File: config.mk
export PLATFORM = sky130hd
export DESIGN_NAME = a23_out_fifo_resp
export DESIGN_NICKNAME = d
export VERILOG_FILES = /design/src/rtl/a23_resp_pkg.sv /design/src/rtl/a23_sync_fifo.sv /design/src/rtl/a23_out_fifo_resp.sv
export SDC_FILE = /design/constraint.sdc
export NUM_CORES = 1
export LEC_CHECK = 0
export CAP_MARGIN = 20
export CORE_ASPECT_RATIO = 1.25
export CORE_MARGIN = 3
export CORE_UTILIZATION = 60
export DETAILED_ROUTE_END_ITERATION = 10
export MAX_ROUTING_LAYER = met4
export PLACE_DENSITY = 0.85
export SLEW_MARGIN = 20
export SYNTH_ARGS = -nofsm -noshare
export SYNTH_HDL_FRONTEND = slang
export SYNTH_SLANG_ARGS = --single-unit
File: constraint.sdc
create_clock -name clk -period 9.23 [get_ports clk]
set_input_delay 1.3845 -clock clk [delete_from_list [all_inputs] [get_ports clk]]
set_output_delay 1.3845 -clock clk [all_outputs]
set_load 0.005 [all_outputs]
File: src/rtl/a23_resp_pkg.sv
// Shared register map and bit positions for the a23 output-FIFO responder.
package a23_resp_pkg;

   localparam logic [1:0] OFF_DATA   = 2'd0;
   localparam logic [1:0] OFF_STATUS = 2'd1;
   localparam logic [1:0] OFF_CTRL   = 2'd2;
   localparam logic [1:0] OFF_DROP   = 2'd3;

   localparam int unsigned ST_EMPTY = 16;
   localparam int unsigned ST_FULL  = 17;
   localparam int unsigned ST_OVF   = 18;

   localparam int unsigned CTRL_CLR   = 0;
   localparam int unsigned CTRL_FLUSH = 1;

   // Zero every byte lane whose enable bit is clear.
   function automatic logic [31:0] lane_mask(input logic [31:0] data,
                                             input logic [3:0]  be);
      logic [31:0] res;
      res = '0;
      for (int unsigned i = 0; i < 4; i++)
         if (be[i]) res[i*8 +: 8] = data[i*8 +: 8];
      return res;
   endfunction

endpackage

File: src/rtl/a23_sync_fifo.sv
// Synchronous word FIFO with flush; head word is forced to zero while empty.
module a23_sync_fifo #(
   parameter int unsigned DEPTH = 8,
   parameter int unsigned CNT_W = $clog2(DEPTH) + 1
) (
   input  logic             clk,
   input  logic             rst,
   input  logic             push,
   input  logic             pop,
   input  logic             flush,
   input  logic [31:0]      din,
   output logic [31:0]      dout,
   output logic [CNT_W-1:0] count,
   output logic             full,
   output logic             empty
);

   localparam int unsigned AW = $clog2(DEPTH);
   localparam logic [0:0] MODE_NORMAL = 1'b0;
   localparam logic [0:0] MODE_FLUSH  = 1'b1;

   logic [31:0]   mem [DEPTH];
   logic [AW-1:0] rd_ptr;
   logic [AW-1:0] wr_ptr;
   logic [0:0]    mode;
   logic          do_push;
   logic          do_pop;

   assign empty   = (count == '0);
   assign full    = (count == CNT_W'(DEPTH));
   assign do_pop  = pop && !empty;
   // A pop frees the slot the push needs, so a full FIFO still accepts.
   assign do_push = push && (!full || do_pop);
   assign mode    = flush ? MODE_FLUSH : MODE_NORMAL;
   assign dout    = empty ? '0 : mem[rd_ptr];

   always_ff @(posedge clk) begin
      if (rst) begin
         rd_ptr <= '0;
         wr_ptr <= '0;
         count  <= '0;
      end else begin
         case (mode)
            MODE_FLUSH: begin
               rd_ptr <= '0;
               wr_ptr <= '0;
               count  <= '0;
            end
            default: begin
               if (do_push) wr_ptr <= wr_ptr + AW'(1);
               if (do_pop)  rd_ptr <= rd_ptr + AW'(1);
               if (do_push && !do_pop)
                  count <= count + CNT_W'(1);
               else if (!do_push && do_pop)
                  count <= count - CNT_W'(1);
            end
         endcase
      end
   end

   always_ff @(posedge clk) begin
      if (!rst && mode == MODE_NORMAL && do_push)
         mem[wr_ptr] <= din;
   end

endmodule

File: src/rtl/a23_out_fifo_resp.sv
// a23 data-bus responder turning stores to DATA into a ready/valid word stream.
// Optional saturating drop counter at offset 0xC: A23_OUT_FIFO_DROP_CNT_EN.
module a23_out_fifo_resp
   import a23_resp_pkg::*;
#(
   parameter logic [31:0] BASE_ADDR = 32'h05000000,
   parameter int unsigned DEPTH     = 8,
   parameter int unsigned CNT_W     = $clog2(DEPTH) + 1
) (
   input  logic        clk,
   input  logic        rst,
   input  logic [31:0] i_m_address,
   input  logic [31:0] i_m_write,
   input  logic        i_m_write_en,
   input  logic [3:0]  i_m_byte_enable,
   output logic [31:0] o_m_read,
   output logic        o_sel,
   output logic        o_valid,
   output logic [31:0] o_data,
   input  logic        i_ready
);

   logic [1:0]       offset;
   logic [31:0]      wdata;
   logic             wr_hit;
   logic             push_req;
   logic             ctrl_wr;
   logic             clr;
   logic             flush;
   logic             pop;
   logic             drop;
   logic             overflow;
   logic             full;
   logic             empty;
   logic [CNT_W-1:0] count;
   logic [31:0]      status;
   logic [31:0]      drop_rd;
   logic             unused_addr;

   assign unused_addr = ^{i_m_address[23:4], i_m_address[1:0]};

   assign o_sel    = (i_m_address[31:24] == BASE_ADDR[31:24]);
   assign offset   = i_m_address[3:2];
   assign wdata    = lane_mask(i_m_write, i_m_byte_enable);
   assign wr_hit   = o_sel && i_m_write_en && (i_m_byte_enable != 4'h0);
   assign push_req = wr_hit && (offset == OFF_DATA);
   assign ctrl_wr  = wr_hit && (offset == OFF_CTRL);
   assign clr      = ctrl_wr && wdata[CTRL_CLR];
   assign flush    = ctrl_wr && wdata[CTRL_FLUSH];
   assign pop      = o_valid && i_ready;
   assign drop     = push_req && full && !pop;
   assign o_valid  = !empty;

   a23_sync_fifo #(.DEPTH(DEPTH), .CNT_W(CNT_W)) u_fifo (
      .clk   (clk),
      .rst   (rst),
      .push  (push_req),
      .pop   (pop),
      .flush (flush),
      .din   (wdata),
      .dout  (o_data),
      .count (count),
      .full  (full),
      .empty (empty)
   );

   always_ff @(posedge clk) begin
      if (rst)       overflow <= 1'b0;
      else if (drop) overflow <= 1'b1;
      else if (clr)  overflow <= 1'b0;
   end

`ifdef A23_OUT_FIFO_DROP_CNT_EN
   logic [15:0] drop_cnt;

   always_ff @(posedge clk) begin
      if (rst)
         drop_cnt <= '0;
      else if (drop) begin
         if (drop_cnt != 16'hFFFF) drop_cnt <= drop_cnt + 16'd1;
      end else if (clr)
         drop_cnt <= '0;
   end

   assign drop_rd = {16'h0000, drop_cnt};
`else
   assign drop_rd = '0;
`endif

   always_comb begin
      status                = '0;
      status[CNT_W-1:0]     = count;
      status[ST_EMPTY]      = empty;
      status[ST_FULL]       = full;
      status[ST_OVF]        = overflow;
   end

   always_comb begin
      o_m_read = '0;
      if (o_sel) begin
         case (offset)
            OFF_STATUS: o_m_read = status;
            OFF_DROP:   o_m_read = drop_rd;
            default:    o_m_read = '0;
         endcase
      end
   end

endmodule
# After elaboration in Yosys (flattened, before gate mapping)
# Memories as Yosys holds them, arrays and structs flattened. A register that Yosys moved wholly into a read port is not among the register bits.
# Index checks and enable logic that the tools add are counted.
totals:
  latch_bits: 0
  output_inout_bits: 66
  reg_bits: 11
  mem_bits_rw: 256
  input_bits: 72
  wordCells: 58
  memories: 1
  rom_bits: 0
memory_table:
  columns: ["name", "depth", "word_bits", "rd", "rd_ports_with_merged_regs", "write_ports", "line", "rtl"]
  rows:
  - ["u_fifo.mem", 8, 32, 1, 1, 1, "a23_sync_fifo.sv:22", "logic [31:0] mem [DEPTH];"]
op_classes:
  div_mod_pow: 0
  n_reduce_logical: 28
  n_bitwise: 1
  add_sub_neg: 4
  n_mul: 0
  n_eq_ne: 4
  n_shift: 0
  n_lt_le_gt_ge: 0
  n_mux: 16
ops:
  columns: ["op", "count"]
  rows:
  - ["19-bit 2-to-1 mux", 2]
  - ["32-bit 2-to-1 mux", 1]
  - ["8-bit 2-to-1 mux", 4]
  - ["1-bit logical AND", 15]
  - ["8-bit by 3-bit == test with 1-bit output, second input constant", 1]
  - ["4-bit 2-to-1 mux", 2]
  - ["3-bit by 1-bit adder with 3-bit output, second input constant", 2]
  - ["1-bit logical NOT", 6]
  - ["3-bit 2-to-1 mux", 2]
  - ["1-bit 2-to-1 mux", 5]
  - ["4-bit by 1-bit adder with 4-bit output, second input constant", 1]
  - ["4-bit == test, second input constant", 1]
  - ["4-bit logical NOT", 1]
  - ["2-bit nonzero test", 2]
  - ["4-bit nonzero test", 1]
  - ["4-bit by 1-bit subtractor with 4-bit output, second input constant", 1]
  - ["2-bit by 1-bit == test with 1-bit output, second input constant", 1]
  - ["2-bit == test, second input constant", 1]
  - ["2-bit logical NOT", 1]
  - ["2-bit OR reduction", 1]
  - ["1-bit logical OR", 1]
  - ["1-bit inverter", 1]

# Depth between registers and ports, before layout
# Gate-level depths: netlist (run 1).
logic_depth:
  word_depth: 11
  ltp_mapped: 12
  depth_no_buf: 11

# Modules after synthesis
# A second synthesis (run 1) with hierarchy kept.
unflattened:
  cells_unflattened: 566
  hier_area_um2: 10949.3
modules_own_cells:
  columns: ["module", "area_per_inst_um2", "seq_area_each_um2", "n_inst", "cells_each"]
  rows:
  - ["a23_sync_fifo", 10368.7, 7947.6, 1, 482]
  - ["a23_out_fifo_resp", 580.6, 20.0, 1, 84]

# Worst setup path before layout (run 1)
# OpenSTA, ideal clock, no wires.
synth_timing:
  path_type: "input -> register"
  from: "in i_m_address[25]"
  to: "mem u_fifo.mem[0][0] (enable)"
  path_slack_ns: 3.148
  n_path_buf: 1
  t_required_ns: 8.717
  setup_ns: 0.513
  arrival_ns: 5.569
  path_stages: 5
  path_cell_list: "nor4bb_1 -> and4_1 -> buf_6 -> nand2_1 -> nor4b_1"
synth_between:
  elab_chain_cells: 11
  elab_cells_between_ends: 13
  cone_classes: "eq/ne (1); mux (3); bitwise (1); reduce/logical (8)"
synth_rtl:
  columns: ["item", "line", "rtl"]
  rows:
  - ["from (decl)", "a23_out_fifo_resp.sv:12", "input logic [31:0] i_m_address,"]
  - ["8-bit by 3-bit == test with 1-bit output *", "a23_out_fifo_resp.sv:42", "assign o_sel = (i_m_address[31:24] == BASE_ADDR[31:24]);"]
  - ["1-bit logical AND * (2 in a row)", "a23_out_fifo_resp.sv:45", "assign wr_hit = o_sel && i_m_write_en && (i_m_byte_enable != 4'h0);"]
  - ["1-bit logical AND", "a23_out_fifo_resp.sv:47", "assign ctrl_wr = wr_hit && (offset == OFF_CTRL);"]
  - ["1-bit logical AND", "a23_out_fifo_resp.sv:49", "assign flush = ctrl_wr && wdata[CTRL_FLUSH];"]
  - ["1-bit 2-to-1 mux", "a23_sync_fifo.sv:34", "assign mode = flush ? MODE_FLUSH : MODE_NORMAL;"]
  - ["1-bit inverter", "a23_sync_fifo.sv:62", "if (!rst && mode == MODE_NORMAL && do_push)"]
  - ["1-bit logical AND", "a23_sync_fifo.sv:62", null]
  - ["1-bit logical AND *", "a23_sync_fifo.sv:62", null]
  - ["1-bit 2-to-1 mux *", "a23_sync_fifo.sv:62", null]
  - ["1-bit 2-to-1 mux (not written as such) *", "a23_sync_fifo.sv:63", "mem[wr_ptr] <= din;"]
  - ["to (decl)", "a23_sync_fifo.sv:22", null]
# Every way passes the cells marked *; elsewhere a longest branch is shown, timed or not.

# Worst setup path after layout (run 1)
layout_timing:
  from: "in i_m_address[26]"
  to: "out o_m_read[17]"
layout_between:
  elab_chain_cells: 2
layout_rtl:
  columns: ["item", "line", "rtl"]
  rows:
  - ["8-bit by 3-bit == test with 1-bit output", "a23_out_fifo_resp.sv:42", null]
  - ["19-bit 2-to-1 mux", "a23_out_fifo_resp.sv:100", "if (o_sel) begin"]
  - ["to (decl)", "a23_out_fifo_resp.sv:16", "output logic [31:0] o_m_read,"]
# Every way passes these cells.

==> summary.md, run 1 <==
| Metric | Value |
|---|---|
| Crit Reg-Reg Endpoint | u_fifo.count[3] |
| Netlist cell types | a little over 40 |
| Sink Count | 270 |
| DRC marker count from the first detailed-route iteration | roughly 670 |
| Largest net degree at the start of global routing | between 60 and 70 |
| Relative slew slack | 0.297 |
| Starting Density | 0.618 |
| Syn Inst Count | 570 |
| Initial antenna violation count | 0 |
| Area of the die | 19,900 um^2 |
| Final Hold Viols | 0 |
| FF+latch count, synth | 270 |
| Worst min path class | flip-flop to flip-flop |
| Worst r2r src | u_fifo.count[1] |
| Tot GR Track Use | 0.234 |
| H-tree levels | 1 |
| Detailed placement HPWL | 11.8 mm |
| LEAKAGE | ~0.0041 uW |
| Post-Syn Area | roughly 11,000 um^2 |
| Finished layout cell area | around 13,000 um^2 |
| Setup violators final | 0 |
| P&R area growth vs syn | 18.3% |
| Max Slew Vio Count | 0 |
| R2R setup slack | roughly 6 ns |
| Clock Tree Root | clkbuf_16 |
| CTS Buffer Depth | 3 |
| Clock transition at path regs | about 0.06 ns |
| Post-synth top area cell | edfxtp_1 |
| Total grt overflow | 0 |
| Adder-cell share of the synthesized area | 0.00755 |
| FFs w/ async S/R, synth | 0 |
| Inserted Diodes | 0 |
| Via count | 5,618 |
| Predominant post-synthesis flop cell | edfxtp_1 |
| R2r worst-path depth | 10 |
| Die W | 127 um |
| Area contributors post-synth | edfxtp_1, mux4_2, mux2i_1, dfxtp_1, and2_1 |
| VDD IR max | a little over 0.2 mV |
| Placed inst area | about 12,000 um^2 |
| Fin crit period | between 4 and 5 ns |
| Unrepaired setup endpoints after global routing | false |
| Number of global-route vias before repair | between 5,000 and 6,000 |
| Worst Skew | ~0.012 ns |
| # Max-Cap Violations | 0 |
| Syn. warnings | 0 |
| Status | finished, final reports clean |
| Die span in y | 157 um |
| Share of layout cells above drive strength 1 | 0.194 |
| # nets final | between 700 and 800 |
| XOR/XNOR Fraction of Synth Area | 0.00320 |
| IO buf count | 90 |
| Worst Tran Pin Value | 1.05 ns |
| Yosys top cell area share | 0.702 |
| Synthesized area per cell | about 19 um^2 |
| Crit. End Element | primary output |
| Worst endpoint required time | between 7 and 8 ns |
| Via density | 6.15 |
| # rows | 54 |
| Most common cell in the netlist | edfxtp_1 |
| Arrival time worst endpoint | approximately 3.4 ns |
| Final worst path period share | 0.523 |
| Sequential-to-total area share from yosys stat | 0.728 |
| Main combinational cell family by area after synthesis | multiplexers |
| Synth top cells by count | edfxtp_1, mux4_2, nor2_1, mux2i_1, and2_1 |
| Power per cell area | between 200 and 300 nW/um^2 |
| Reg area | 7970 um^2 |
| Synth Area in Compound Gates | 0.00926 |
| Mux cell area share after synthesis | 0.163 |
| Area of the core | around 18,000 um^2 |
| F_max | roughly 210 MHz |
| DRC | 0 |
| Worst-skew pair later-pin latency | slightly above 0.5 ns |
| Post-synth EDFFs | about 260 |
| Fin Setup TNS | 0 ns |
| Area of the multi-input gates | approximately 2800 um^2 |
| Filler cells | 988 |
| Drt pass-1 iters | 5 |
| CTS tree | done |
| I/O pins | roughly 140 |
| CTS Hold Buffers Added | 0 |
| Wire per inst | approximately 24 um |
| Setup Crit Path Kind | input pin to primary output |
| Clock buffer count from CTS | 24 |
| Gpl congestion | approximately 0.72 |
| Simple-Gate Fraction of Synth Area | 0.0594 |
| Critical Path Fanout Max | 7 |
| Worst setup path endpoint | o_m_read[17] |
| Detail Route Antenna Nets | 0 |
| CP startpoint | i_m_address[26] |
| Final WL | 22.4 mm |
| Post-CTS sizing | 0 |
| Setup Buffers After CTS | 0 |
| First-pass GRT wire length | between 30 and 40 mm |
| Startpoint Class | input pin |
-- worst max-delay path: stages --
cell and delay, ns:
clkdlybuf4s50_1 0.44, nor4bb_1 0.41, and2_1 0.25, and3b_1 0.28, and3_1 0.18, clkdlybuf4s50_1 0.49
-- metrics by stage --
stage | hold WS (ns) | power, uW | cells | utilization | setup slack [ns]
4_1_cts | 0.489 | 3340 | 913 | 0.731 | 4.40
5_1_grt | 0.534 | 3450 | 914 | 0.732 | 4.27
3_5_place_dp | 0.478 | 2260 | 869 | 0.682 | 4.36
2_1_floorplan | 0.454 | 1900 | 594 | - | 3.15
3_3_place_gp | 0.460 | 2240 | 869 | 0.682 | 4.44
6_report | 0.492 | 3320 | 914 | 0.732 | 4.40
-- placed cells by master, fill, tap and decap left out, types with 5 or more instances in the layout --
cell type / n
nand2_1: 7
bufinv_16: 5
a21oi_1: 7
buf_4: 12
mux2i_1: 34
mux4_2: 64
clkdlybuf4s50_1: 90
dfxtp_1: 11
and2_2: 8
clkbuf_1: 6
nor2_1: 41
edfxtp_1: 256
ha_1: 5
and2_1: 31
inv_1: 5
nand3_1: 5
clkbuf_16: 25
conb_1: 25
-- layer usage --
layer | GRT usage | part of all wire | up-vias
li1 | - | - | 2418
met1 | 0.296 | 0.38 | 2895
met2 | 0.403 | 0.54 | 253
met3 | 0.0316 | 0.061 | 52
met4 | 0.0680 | 0.022 | 0
met5 | - | 0 | -
-- power breakdown --
group	internal, uW	switching (uW)
combinational	471	382
sequential	1350	37.4
clock	660	414
total	2490	833
-- how the worst min path moves through the flow --
stage	startpoint	end	slack, ns	cells past startpoint
finish	u_fifo.rd_ptr[1]	flip-flop	0.49	2
global route	u_fifo.rd_ptr[1]	flip-flop	0.53	2
CTS	u_fifo.rd_ptr[1]	flip-flop	0.49	2
detailed placement	u_fifo.rd_ptr[1]	flip-flop	0.48	2
global placement	u_fifo.rd_ptr[1]	flip-flop	0.46	2
floorplan	u_fifo.rd_ptr[1]	flip-flop	0.45	2
-- state kept, by name, summed over array words and instances, names as in the netlist, named ones only --
register / flops
overflow: 1
u_fifo.count: 4
u_fifo.rd_ptr: 3
u_fifo.wr_ptr: 3
u_fifo.mem: 256
-- final cells by class --
type | instances | area share
multi-input combinational | 268 | 0.216
sequential | 270 | 0.616
clock buffer | 34 | 0.0532
tap | 224 | 0.0216
timing repair buffer | 103 | 0.0781
inverter | 5 | 0.00145
clock inverter | 10 | 0.0135
-- logic make-up after synthesis --
group	Yosys count
buf+inv	56
flops	270
other cells	1
mux	98
compound gates	15
fa+ha+maj	6
simple gates	120
xor+xnor	4
(Power assumes the default switching activity.)
==> inputs of run 2 (changes only) <==
--- a/config.mk
+++ b/config.mk
@@ -8,10 +8,10 @@
 export CAP_MARGIN = 20
 export CORE_ASPECT_RATIO = 1.25
 export CORE_MARGIN = 3
-export CORE_UTILIZATION = 60
+export CORE_UTILIZATION = 55
 export DETAILED_ROUTE_END_ITERATION = 10
 export MAX_ROUTING_LAYER = met4
-export PLACE_DENSITY = 0.85
+export PLACE_DENSITY = 0.79
 export SLEW_MARGIN = 20
 export SYNTH_ARGS = -nofsm -noshare
 export SYNTH_HDL_FRONTEND = slang
==> constraint.sdc (replaced) <==
create_clock -name clk -period 4.5 [get_ports clk]
set_input_delay 0.675 -clock clk [delete_from_list [all_inputs] [get_ports clk]]
set_output_delay 0.675 -clock clk [all_outputs]
set_load 0.005 [all_outputs]
==> run 2 against run 1 <==
Against the previous run: final cell count rose by 4.9%; largest cell class unchanged; first-iteration DRC count fell by 23%; clock power rose by 87%; largest power group unchanged; total power rose by 98%; utilization fell by 6.3 points.
==> summary.md, run 2 (same netlist as run 1, synthesis figures left out) <==
| Metric | Value |
|---|---|
| Status | finished, final reports clean |
| Largest register FFs | 256 (unchanged) |
| VDD IR max | 0.656 mV (+220%) |
| Hold Path Cell Cnt | 2 (unchanged) |
| Power, Total | 6590 uW (+98%) |
| Max Slew Vio Count | 0 (unchanged) |
| Post-CTS sizing | 0 (unchanged) |
| Fin Setup TNS | 0 ns (unchanged) |
| Area of the die | 21,600 um^2 (+8.7%) |
| Wire per inst | 22.9 um (-6.4%) |
| IO buf count | 90 (unchanged) |
| Power per cell area | 506 nW/um^2 (+98%) |
| Die W | 132 um (+4.2%) |
| I/O pins | 138 (unchanged) |
| Worst Tran Pin Value | 0.988 ns (-0.0577 ns) |
| Clock Tree Root | clkbuf_16 |
| Largest registers | u_fifo.mem: 256 flops, u_fifo.count: 4 flops |
| Register bank with the most flops | u_fifo.mem |
| Filler cells | 1,234 (+25%) |
| LEAKAGE | 0.00413 uW (-0.18%) |
| # nets final | 755 (+0.67%) |
| R2r worst-path depth | 11 (+1) |
| Slowest stage delay, CP | 0.56 ns (+0.07 ns) |
| CTS Buffer Depth | 3 (unchanged) |
| Setup Buffers After CTS | 0 (unchanged) |
| Largest net degree at the start of global routing | 53 (-18%) |
| P&R area growth vs syn | 18.9% |
| Worst min path class | flip-flop to flip-flop |
| Initial antenna violation count | 1 (+1) |
| Finished layout cell area | 13,000 um^2 (+0.49%) |
| CTS tree | done |
| DRC | 0 (unchanged) |
| Arrival time worst endpoint | 2.93 ns (-0.51 ns) |
| Crit. End Element | primary output |
| Die span in y | 164 um (+4.3%) |
| # Max-Cap Violations | 0 (unchanged) |
| Setup violators final | 0 (unchanged) |
| Starting Density | 0.562 (-0.0561) |
| H-tree levels | 1 (unchanged) |
| Critical-path cell with the highest stage delay | mux4_2 |
| Clock transition at path regs | 0.06 ns (about the same) |
| Via count | 5,528 (-1.6%) |
| Setup Crit Path Kind | flip-flop to primary output |
| Final worst path period share | 0.800 |
| Sink Count | 270 (unchanged) |
| First-pass GRT wire length | 33.9 mm (-1.1%) |
| Gpl congestion | 0.736 (+2.2%) |
| Final WL | 22.0 mm (-1.8%) |
| Startpoint Class | flip-flop |
| Worst r2r src | u_fifo.count[1] |
| Most frequent cells in the layout | edfxtp_1, clkdlybuf4s50_1, mux4_2, nor2_1, mux2i_1 |
| Number of global-route vias before repair | 5,986 (+0.28%) |
| Tot GR Track Use | 0.212 (-0.0224) |
| # rows | 57 (+5.6%) |
| Leading cell type in the layout, fill and taps excluded | edfxtp_1 |
| Detail Route Antenna Nets | 0 (unchanged) |
| Placed inst area | 12,200 um^2 (+1.4%) |
| Unrepaired setup endpoints after global routing | false |
| Final Hold Viols | 0 (unchanged) |
| Detailed placement HPWL | 12.5 mm (+5.3%) |
| Clock buffer count from CTS | 24 (unchanged) |
| Worst endpoint required time | 3.83 ns (-4.02 ns) |
| Worst Skew | 0.0104 ns (-0.00138 ns) |
| Critical Path Fanout Max | 52 (+45) |
| Area of the core | 19,500 um^2 (+10%) |
| Core Util, Final | 0.669 (-0.0632) |
| CTS Hold Buffers Added | 0 (unchanged) |
| Relative slew slack | 0.338 (+0.0401) |
| Critical path cell sequence | buf_12 > mux4_2 > mux2i_1 > nor2_1 > clkdlybuf4s50_1 |
| HP Start | u_fifo.rd_ptr[1] |
| R2R setup slack | 1.64 ns (-4.27 ns) |
| Crit Reg-Reg Endpoint | u_fifo.count[3] |
| F_max | between 200 and 300 MHz |
| DRC marker count from the first detailed-route iteration | 520 (-23%) |
| Share of layout cells above drive strength 1 | 0.198 (+0.00349) |
| Via density | 5.76 (-6.2%) |
| Worst-skew pair later-pin latency | 0.50 ns (about the same) |
| Fin crit period | around 3.6 ns |
| Total grt overflow | 0 (unchanged) |
| Drt pass-1 iters | 5 (unchanged) |
## run 2: cell count changes in the layout (fill, tap and decap cells not counted), moves of 2 or more
cell,delta
bufinv_16,-3
clkinv_2,+2
buf_12,+4
clkbuf_1,+3
clkinv_1,-3
## run 2: worst max-delay path by stage
stage                         to  slack, ns  cells after the start
6_report              o_data[29]       0.90                      5
5_1_grt               o_data[29]       0.78                      5
4_1_cts               o_data[29]       0.87                      5
3_5_place_dp     u_fifo.count[3]       0.54                     12
3_3_place_gp   u_fifo.mem[3][22]       0.61                      6
2_1_floorplan   u_fifo.mem[1][0]       0.28                      5
## run 2: area by class of cell
class	count	area, um^2	area share
Timing Repair Buffer	108	1100	0.0844
Clock inverter	6	82.6	0.00634
Tap cell	265	332	0.0255
Sequential cell	270	7970	0.613
Clock buffer	36	687	0.0528
Antenna cell	1	2.50	0.000192
Inverter	5	18.8	0.00144
Multi-Input combinational cell	268	2820	0.217
## run 2: metal layers
layer / vias up / wire [um] / track usage
met5: - / 0 / -
met1: 2851 / 8460 / 0.258
li1: 2427 / - / -
met3: 42 / 1120 / 0.0303
met2: 208 / 11800 / 0.364
met4: 0 / 612 / 0.0846
## run 2: critical path: cells and delay by family, from the launching register on
family / cells / cell delay (ns)
mux: 2 / 0.90
buf+inv: 2 / 0.88
flops: 1 / 0.53
simple gates: 1 / 0.09
## run 2: power breakdown
part / internal [uW] / total, uW / switching [uW]
Combinational: 963 / 1710 / 751
Sequential: 2780 / 2880 / 97.7
Clock: 1170 / 2000 / 830
## run 2: metrics by stage
stage	hold WS [ns]	instances	setup WS, ns
after floorplan	0.454	594	0.281
after global placement	0.462	915	0.612
after detailed placement	0.495	915	0.542
after CTS	0.505	957	0.872
after global routing	0.528	959	0.777
final	0.505	959	0.899
==> inputs of run 3 (changes only) <==
--- a/config.mk
+++ b/config.mk
@@ -8,10 +8,10 @@
 export CAP_MARGIN = 20
 export CORE_ASPECT_RATIO = 1.25
 export CORE_MARGIN = 3
-export CORE_UTILIZATION = 55
+export CORE_UTILIZATION = 50
 export DETAILED_ROUTE_END_ITERATION = 10
 export MAX_ROUTING_LAYER = met4
-export PLACE_DENSITY = 0.79
+export PLACE_DENSITY = 0.76
 export SLEW_MARGIN = 20
 export SYNTH_ARGS = -nofsm -noshare
 export SYNTH_HDL_FRONTEND = slang
==> constraint.sdc (replaced) <==
create_clock -name clk -period 3.2 [get_ports clk]
set_input_delay 0.48 -clock clk [delete_from_list [all_inputs] [get_ports clk]]
set_output_delay 0.48 -clock clk [all_outputs]
set_load 0.005 [all_outputs]
==> run 3 against run 2 <==
Against the previous run: die area is 9.6% higher; via count is 2.6% higher; clock power is 53% higher; sequential power is 39% higher; utilization is 4.0 points lower; critical path type unchanged; largest cell class unchanged.
==> summary.md, run 3 (same netlist as run 1, synthesis figures left out) <==
| Metric | Value |
|---|---|
| Status | finished, final reports clean |
| # rows | 59 (+3.5%) |
| Final worst path period share | 0.950 |
| Met3 routed WL | 1.34 mm (+20%) |
| Number of global-route vias before repair | 6,053 (+1.1%) |
| F_max | roughly 330 MHz |
| Via density | 5.70 (-1.1%) |
| Power, Total | 9610 uW (+46%) |
| Setup Crit Path Kind | flip-flop to primary output |
| Area of the die | 23,700 um^2 (+9.6%) |
| Critical path cell sequence | buf_12 > mux4_2 > mux2i_1 > nor2_1 > clkdlybuf4s50_1 |
| Clock buffer count from CTS | 25 (+4.2%) |
| VDD IR max | 0.862 mV (+31%) |
| Combinational share of power | 0.266 (+0.006) |
| Gpl congestion | 0.782 (+6.2%) |
| Worst Skew | 0.0111 ns (+0.000769 ns) |
| Met2 WL | 12.3 mm (+4.3%) |
| Switching Power | 2440 uW (+45%) |
| Max Used Layer | met4 |
| H-tree levels | 1 (unchanged) |
| Via count | 5,669 (+2.6%) |
| R2r worst-path depth | 11 (unchanged) |
| Most frequent cells in the layout | edfxtp_1, clkdlybuf4s50_1, mux4_2, nor2_1 |
| Fin Setup TNS | 0 ns (unchanged) |
| Startpoint Class | flip-flop |
| DRC marker count from the first detailed-route iteration | 443 (-15%) |
| Relative slew slack | 0.551 (+0.213) |
| Die W | 138 um (+4.7%) |
| # Max-Cap Violations | 0 (unchanged) |
| Detailed placement HPWL | 13.8 mm (+11%) |
| Sequential share of power | 0.415 (-0.022) |
| First-pass GRT wire length | 35.2 mm (+3.9%) |
| Setup violators final | 0 (unchanged) |
| Initial antenna violation count | 0 (-1) |
| Arrival time worst endpoint | 2.56 ns (-0.37 ns) |
| Fin crit period | slightly above 3 ns |
| Crit Reg-Reg Endpoint | u_fifo.count[3] |
| Clock transition at path regs | 0.06 ns (about the same) |
| Internal power | 7180 uW (+46%) |
| IO buf count | 90 (unchanged) |
| Worst r2r src | u_fifo.count[1] |
| CTS Hold Buffers Added | 0 (unchanged) |
| Register bank with the most flops | u_fifo.mem |
| Share of layout cells above drive strength 1 | 0.231 (+0.0329) |
| Die span in y | 171 um (+4.7%) |
| P&R area growth vs syn | 21.6% |
| DRC | 0 (unchanged) |
| Detail Route Antenna Nets | 0 (unchanged) |
| Inserted Diodes | 0 (-1) |
| Tot GR Track Use | 0.198 (-0.0138) |
| # nets final | 779 (+3.2%) |
| Area of the core | 21,200 um^2 (+8.8%) |
| Final Hold Viols | 0 (unchanged) |
| Clock network power share | 0.319 (+0.016) |
| Total grt overflow | 0 (unchanged) |
| Critical Path Fanout Max | 20 (-62%) |
| Metal-1 WL | 8.66 mm (+2.4%) |
| LEAKAGE | 0.00430 uW (+4.1%) |
| Switching fraction of total power | 0.253 (-0.00143) |
| Largest net degree at the start of global routing | 65 (+23%) |
| Power per cell area | 722 nW/um^2 (+43%) |
| Clock Tree Root | clkbuf_16 |
| Filler cells | 1,395 (+13%) |
| Final WL | 22.6 mm (+3.0%) |
| Leading cell type in the layout, fill and taps excluded | edfxtp_1 |
| Largest register FFs | 256 (unchanged) |
| CTS tree | done |
| Drt pass-1 iters | 5 (unchanged) |
| I/O pins | 138 (unchanged) |
| CTS Buffer Depth | 3 (unchanged) |
| Crit path max-delay family | multiplexers |
| Critical-path cell with the highest stage delay | mux4_2 |
| Worst endpoint required time | 2.72 ns (-1.11 ns) |
| Starting Density | 0.517 (-0.0455) |
| Largest registers | u_fifo.mem: 256 flops, u_fifo.count: 4 flops |
| Post-CTS sizing | 0 (unchanged) |
| Worst-skew pair later-pin latency | 0.52 ns (+0.02 ns) |
| Unrepaired setup endpoints after global routing | false |
| Setup Buffers After CTS | 1 (+1) |
| Hold Path Cell Cnt | 2 (unchanged) |
| Slowest stage delay, CP | 0.56 ns (about the same) |
| Worst Path Buf+Inv | 2 (unchanged) |
| Sink Count | 270 (unchanged) |
| Crit. End Element | primary output |
| Wire per inst | 22.8 um (-0.63%) |
| Max Slew Vio Count | 0 (unchanged) |
| HP Start | u_fifo.rd_ptr[1] |
| Worst min path class | flip-flop to flip-flop |
| Worst Tran Pin Value | 0.673 ns (-0.315 ns) |
| R2R setup slack | 0.65 ns (-0.99 ns) |
## run 3: cell types whose count changed in the layout (fill, tap and decap cells not counted), sizes merged
cell      before  now
buf           18   41
clkbuf        36   29
clkinv         3    9
bufinv         2    5
clkinvlp       1    2
diode          1    0
inv            5    6
## run 3: layout make-up
cell class                      count  area [um^2]  area share
Timing Repair Buffer              131         1300      0.0974
Inverter                            5         18.8     0.00141
Sequential cell                   270         7970       0.599
Tap cell                          274          343      0.0258
Clock inverter                     17          215      0.0162
Clock buffer                       29          641      0.0481
Multi-Input combinational cell    268         2820       0.212
## run 3: through the flow
stage | cells | setup WS (ns) | util | hold slack (ns) | area [um^2]
after global routing | 994 | 0.00715 | 0.628 | 0.509 | 13300
final | 994 | 0.160 | 0.628 | 0.484 | 13300
after CTS | 994 | 0.147 | 0.628 | 0.485 | 13300
after detailed placement | 947 | -0.174 | 0.587 | 0.476 | 12400
after floorplan | 594 | -0.824 | - | 0.454 | 11100
after global placement | 947 | -0.157 | 0.587 | 0.458 | 12400
## run 3: worst max-delay path by stage
stage,slack [ns],endpoint,depth (start not counted),from
after CTS,0.15,o_data[29],5,flip-flop
after global routing,0.007,o_m_read[17],7,i_m_address[29]
after floorplan,-0.82,u_fifo.mem[1][0],5,i_m_address[25]
after detailed placement,-0.17,u_fifo.count[3],12,i_m_byte_enable[2]
after global placement,-0.16,u_fifo.count[3],12,i_m_byte_enable[2]
final,0.16,o_data[29],5,flip-flop
## run 3: power by group through the flow
stage               clock [uW]  sequential [uW]  combinational, uW
floorplan                    0             4010               1470
finish                    3060             3990               2560
CTS                       3110             3990               2600
global placement             0             4100               2450
global route              3270             4000               2770
detailed placement           0             4110               2510
## run 3: worst min-delay path, stage by stage, from the launching register on
cell	delay [ns]
dfxtp_1	0.31
nand2_1	0.05
a21oi_1	0.07
## run 3: layer usage
metal / global-route usage / up-vias
met2: 0.353 / 225
li1: - / 2488
met4: 0.0503 / 0
met1: 0.243 / 2923
met5: - / -
met3: 0.0267 / 33
==> RTL edit 1 (settings of run 1) <==
`DEPTH` is set to 8 in 2 places; all go to 4.
--- a/src/rtl/a23_sync_fifo.sv
+++ b/src/rtl/a23_sync_fifo.sv
@@ -1,6 +1,6 @@
 // Synchronous word FIFO with flush; head word is forced to zero while empty.
 module a23_sync_fifo #(
-   parameter int unsigned DEPTH = 8,
+   parameter int unsigned DEPTH = 4,
    parameter int unsigned CNT_W = $clog2(DEPTH) + 1
 ) (
    input  logic             clk,
--- a/src/rtl/a23_out_fifo_resp.sv
+++ b/src/rtl/a23_out_fifo_resp.sv
@@ -4,7 +4,7 @@
    import a23_resp_pkg::*;
 #(
    parameter logic [31:0] BASE_ADDR = 32'h05000000,
-   parameter int unsigned DEPTH     = 8,
+   parameter int unsigned DEPTH     = 4,
    parameter int unsigned CNT_W     = $clog2(DEPTH) + 1
 ) (
    input  logic        clk,
Formal check against the unedited RTL: not equivalent (Yosys sat finds a counterexample within 10 cycles, from zero or initial values and one cycle with rst high).
==> RTL edit 1 against run 1 <==
Critical path depth did not move; non-clock buffer count fell by 12; power fell by 43%; sequential cell count fell by 132; setup slack got worse by 24 ps; synthesized area fell by 46%; critical endpoint unchanged; critical path type unchanged; design area fell by 43%; routed wire length fell by 52%.
==> RTL edit 1: results (changes against run 1) <==
global_routing:
  grt_use_met1: 0.250  # -0.0460
  grt_max_degree: 37  # -43%
  antenna_found_initial: 0  # unchanged
  gr-usage-met3: 0.0638  # +0.0322
  grt_pass1_vias: 3277  # -45%
  grtUsageMet2: 0.370  # -0.0336
  grt_usage: 0.223  # -0.0118
  grt_first_pass_wirelength_um: 16900  # -51%
power_and_ir_drop:
  p_per_area_mw_per_mm2: 256  # +0.11%
  switchingPower_uw: 468  # -44%
  leakagePower_nw: 2.47  # -40%
  vdd_drop_max_uv: 219  # +7.4%
detailed_routing:
  wl_per_cell_um: 19.1  # -22%
  drt_first_pass_iters: 4  # -1
  drt_iter0_drc: 202  # -70%
  vias_per_cell: 5.46  # -11%
worst_hold_path:
  hp-class: "reg -> reg"
  min_path_cells: 3  # +1
place:
  io_buffers: 89  # -1.1%
  hpwl_um: 6450  # -45%
  post_dp_cell_area_mm2: 0.00678  # -44%
  gp_congestion: 0.717  # -0.49%
clock_network:
  numCtsBuffers: 17  # -29%
  cts_buffer_depth: 2  # -1
  post_cts_resized: 0  # unchanged
  root_buffer: "clkbuf_16"
  cts_htree_levels: 4  # +3
  clkLatencyLatePin_ps: 410  # -100 ps
final_layout:
  fill_cells: 503  # -49%
  top_regs: "u_fifo.mem x128, u_fifo.count x3"
  drive_gt1_frac: 0.181  # -0.0132
  nets: 507  # -32%
worst_setup_path:
  crit_arrival_ps: 3470  # +30 ps
  reg2reg_depth: 8  # -2
  path_max_fanout: 5  # -2
  r2r_setup_slack_ps: 6810  # +900 ps
yosys:
  ys_seq_area_frac: 0.689  # -0.0389
  ys_warn_count: 0  # unchanged
  synth_compound_area_frac: 0.0122  # +0.00289
  synth_adder_area_share: 0.0141  # +0.00653
  ys_top_cells_by_area: "edfxtp_1 66%, mux4_2 12%, and2_1 6.5%, dfxtp_1 3.4%, buf_4 3.3%"
  synth-xor-area-share: 0.00746  # +0.00426
  synth_edf_count: 128  # -50%
  synth_cell_type_count: 38  # -7.3%
  synth_most_common_cell: "edfxtp_1"
  synth_commonest_cells: "128 x edfxtp_1, 61 x and2_1, 32 x mux4_2, 26 x buf_4, 10 x dfxtp_1"
  muxShareOfSynthArea: 0.125  # -0.0383
  synth-async-reset-ratio: 0  # unchanged
sta:
  timing.slew.headroom: 0.426  # +0.128
  fin_skew_ps: 8.27  # -3.48 ps
outcome:
  run_status: "complete, no violations"
-- RTL edit 1: cell types whose count changed in the layout (fill, tap and decap cells not counted), moves of 5 or more --
cell       delta
and2_1       +30
clkinv_2      +5
a21oi_1       -6
buf_4        -10
nand2_1       -6
nor2_1       -33
edfxtp_1    -128
mux4_2       -32
mux2i_1      -33
clkbuf_16     -8
-- RTL edit 1: power groups by stage --
stage / clock, mW / combinational [mW] / sequential [mW]
2_1_floorplan: 0 / 0.289 / 0.717
3_3_place_gp: 0 / 0.543 / 0.725
3_5_place_dp: 0 / 0.553 / 0.726
4_1_cts: 0.627 / 0.555 / 0.714
5_1_grt: 0.653 / 0.591 / 0.716
6_report: 0.620 / 0.544 / 0.713
-- RTL edit 1: worst max-delay path: stages --
cell and delay, ps:
clkdlybuf4s50_1 440, nor4bb_1 450, and4b_1 320, and2_1 160, nor3b_1 180, clkdlybuf4s50_1 530
-- RTL edit 1: stage by stage --
step           power (mW)  hold slack (ps)  std cells  setup WS [ps]  utilization
4_1_cts              1.89              539        565           4340        0.785
3_5_place_dp         1.28              525        533           4350        0.727
3_3_place_gp         1.27              499        533           4400        0.727
6_report             1.88              538        565           4380        0.785
5_1_grt              1.96              557        565           4200        0.785
2_1_floorplan        1.01              485        357           5420            -
-- RTL edit 1: per-layer routing --
layer  vias to the layer above  wire [µm]
met3                        25        605
met5                         -          0
li1                       1415          -
met4                         0        239
met1                      1530       4120
met2                       117       5800
-- RTL edit 1: cells by family (layout without fill, tap and decap cells) --
kind of cell	Yosys count	count (layout)
and+or+nand+nor	99	99
DFF	138	138
other	1	26
buffers and inverters	42	127
adders and majority gates	6	6
muxes	33	33
AOI/OAI and AO/OA	8	8
xor gates and xnor gates	5	5
-- RTL edit 1: path summary, 6_finish.rpt --
kind                    from               to
min reg2reg         overflow         overflow
max reg2reg  u_fifo.count[1]  u_fifo.count[1]
min                 overflow         overflow
max          i_m_address[26]     o_m_read[17]
-- RTL edit 1: area by class of cell --
cell class,instances,area [µm²],share of cell area
flip-flops and latches,138,4050,0.553
multi-input cells,177,1660,0.226
repair buffers,91,906,0.124
clock buffers,19,433,0.0591
well taps,123,154,0.0210
clock inverters,13,109,0.0149
inverters,4,15.0,0.00205
==> RTL edit 2 (settings of run 1) <==
Without the edit above. Compare `count` against `CNT_W'(DEPTH)` with >= in place of ==.
--- a/src/rtl/a23_sync_fifo.sv
+++ b/src/rtl/a23_sync_fifo.sv
@@ -27,7 +27,7 @@
    logic          do_pop;
 
    assign empty   = (count == '0);
-   assign full    = (count == CNT_W'(DEPTH));
+   assign full    = (count >= CNT_W'(DEPTH));
    assign do_pop  = pop && !empty;
    // A pop frees the slot the push needs, so a full FIFO still accepts.
    assign do_push = push && (!full || do_pop);
Formal check against the unedited RTL: no difference found for any inputs over 4 cycles, from zero or initial values and one cycle with rst high; that may be too few to reach the edited logic, so the function may still have changed.
==> RTL edit 2 against run 1 <==
Sequential share of layout area down 0.066 points; clock skew down 4.5 ps; design area up 0.11%; core utilization up 0.078 points; power down 1.4%; setup slack better by 40 ps; sequential cell count unchanged; worst hold slack worse by 0.83 ps; synthesized area about the same; routed wire length up 0.93%; sequential power about the same; largest power group unchanged.
==> RTL edit 2: results (changes against run 1) <==
final_layout:
  nets: 755  # +0.67%
  drive_gt1_frac: 0.197  # +0.00292
  top_regs: "u_fifo.mem x256, u_fifo.count x4"
  fill_cells: 996  # +0.81%
  insertedDiodeCount: 0  # unchanged
place:
  io_buffers: 90  # unchanged
  gp_congestion: 0.712  # -1.2%
  preCtsSetupSlack_ps: 4440  # +74.9 ps
  hpwl_um: 12200  # +2.7%
clock_network:
  clkLatencyLatePin_ps: 510  # about the same
  postCtsSetupBuffers: 0  # unchanged
  numCtsBuffers: 24  # unchanged
  cts_htree_levels: 1  # unchanged
  cts_buffer_depth: 3  # unchanged
  root_buffer: "clkbuf_16"
  post_cts_resized: 0  # unchanged
  clk_pin_slew_ps: 60  # about the same
worst_setup_path:
  path_max_fanout: 7  # unchanged
  crit_arrival_ps: 3400  # -40 ps
sta:
  fin_skew_ps: 7.20  # -4.54 ps
  worst_slew_pin_slew_ps: 925  # -121 ps
global_routing:
  grt_first_pass_wirelength_um: 34600  # +1.1%
  grt_max_degree: 65  # unchanged
  grt_pass1_vias: 5963  # -0.10%
  antenna_found_initial: 0  # unchanged
  grt_usage: 0.239  # +0.00459
power_and_ir_drop:
  leakagePower_nw: 4.06  # -1.7%
  vdd_drop_max_uv: 384  # +88%
detailed_routing:
  vias_per_cell: 6.16  # +0.22%
  drt_iter0_drc: 569  # -15%
  drt-total-wl_um: 22600  # +0.93%
  drt_first_pass_iters: 5  # unchanged
yosys:
  ys_top_cells_by_area: "edfxtp_1 70%, mux4_2 13%, mux2i_1 3.1%, dfxtp_1 2.6%, and2_1 2.3%"
  ys_seq_area_frac: 0.728  # about the same
  synth_commonest_cells: "256 x edfxtp_1, 64 x mux4_2, 44 x nor2_1, 40 x and2_1, 34 x mux2i_1"
  ys.flop_type: "edfxtp_1"
  synth_edf_count: 256  # unchanged
  ys_warn_count: 0  # unchanged
  synth-async-reset-ratio: 0  # unchanged
  synth_cell_type_count: 39  # -4.9%
outcome:
  run_status: "complete, no violations"
worst_hold_path:
  hp-class: "reg -> reg"
==> RTL edit 2: cell types whose count changed after synthesis, moves of 3 or more <==
| cell | run 1 | this run |
|---|---|---|
| a21oi_1 | 7 | 4 |
| nor3_1 | 6 | 3 |
| and2_1 | 31 | 40 |
| a21oi_2 | 1 | 4 |
| nand2b_1 | 0 | 3 |
| and2_2 | 8 | 0 |
==> RTL edit 2: path summary, 6_finish.rpt <==
| path | startpoint | end | slack [ps] | depth (start not counted) |
|---|---|---|---|---|
| worst min register to register | u_fifo.rd_ptr[1] | flip-flop | 490 | 2 |
| worst max register to register | u_fifo.count[0] | u_fifo.count[3] | 6150 | 11 |
| worst max-delay path | i_m_address[29] | o_m_read[1] | 4440 | 6 |
| worst min-delay path | u_fifo.rd_ptr[1] | flip-flop | 490 | 2 |
==> RTL edit 2: logic make-up after synthesis <==
logic type,after synthesis,synth area share
compound gates,15,0.00938
simple gates,122,0.0607
other cells,1,0.000343
flops,270,0.728
buf+inv,51,0.0276
mux,98,0.163
fa+ha+maj,6,0.00755
xor+xnor,4,0.00320
==> RTL edit 2: layout make-up <==
cell class                 count  area [µm²]  share of cell area
multi-input combinational    270        2820               0.218
timing repair buffer         108        1040              0.0802
inverter                       3        11.3            0.000868
sequential                   270        7970               0.615
clock buffer                  31         668              0.0515
clock inverter                13         171              0.0132
tap                          224         280              0.0216
==> RTL edit 2: layer usage <==
layer	routed length [µm]	global-route usage	share of wire
met1	8310	0.302	0.37
met2	11800	0.404	0.52
met3	1770	0.0333	0.078
met4	682	0.0823	0.030
met5	0	-	0
==> RTL edit 2: report_power, final <==
group / total (mW) / internal (mW) / switching [mW]
registers: 1.39 / 1.35 / 0.0316
logic: 0.847 / 0.462 / 0.384
clock network: 1.04 / 0.625 / 0.414
total: 3.27 / 2.44 / 0.830
==> RTL edit 2: through the flow <==
stage | cell area, µm² | instances | hold WS, ps | power (mW) | utilization
final | 13000 | 919 | 491 | 3.27 | 0.732
after global routing | 13000 | 919 | 531 | 3.40 | 0.732
after CTS | 13000 | 919 | 494 | 3.29 | 0.732
after detailed placement | 12100 | 875 | 479 | 2.25 | 0.685
after global placement | 12100 | 875 | 459 | 2.23 | 0.685
after floorplan | 11000 | 591 | 439 | 1.89 | -
==> RTL edit 2: worst max-delay path: stages <==
cell             delay [ps]
clkdlybuf4s50_1         410
nor4_2                  430
and2_1                  220
and3b_1                 280
and2_1                  160
clkdlybuf4s50_1         510
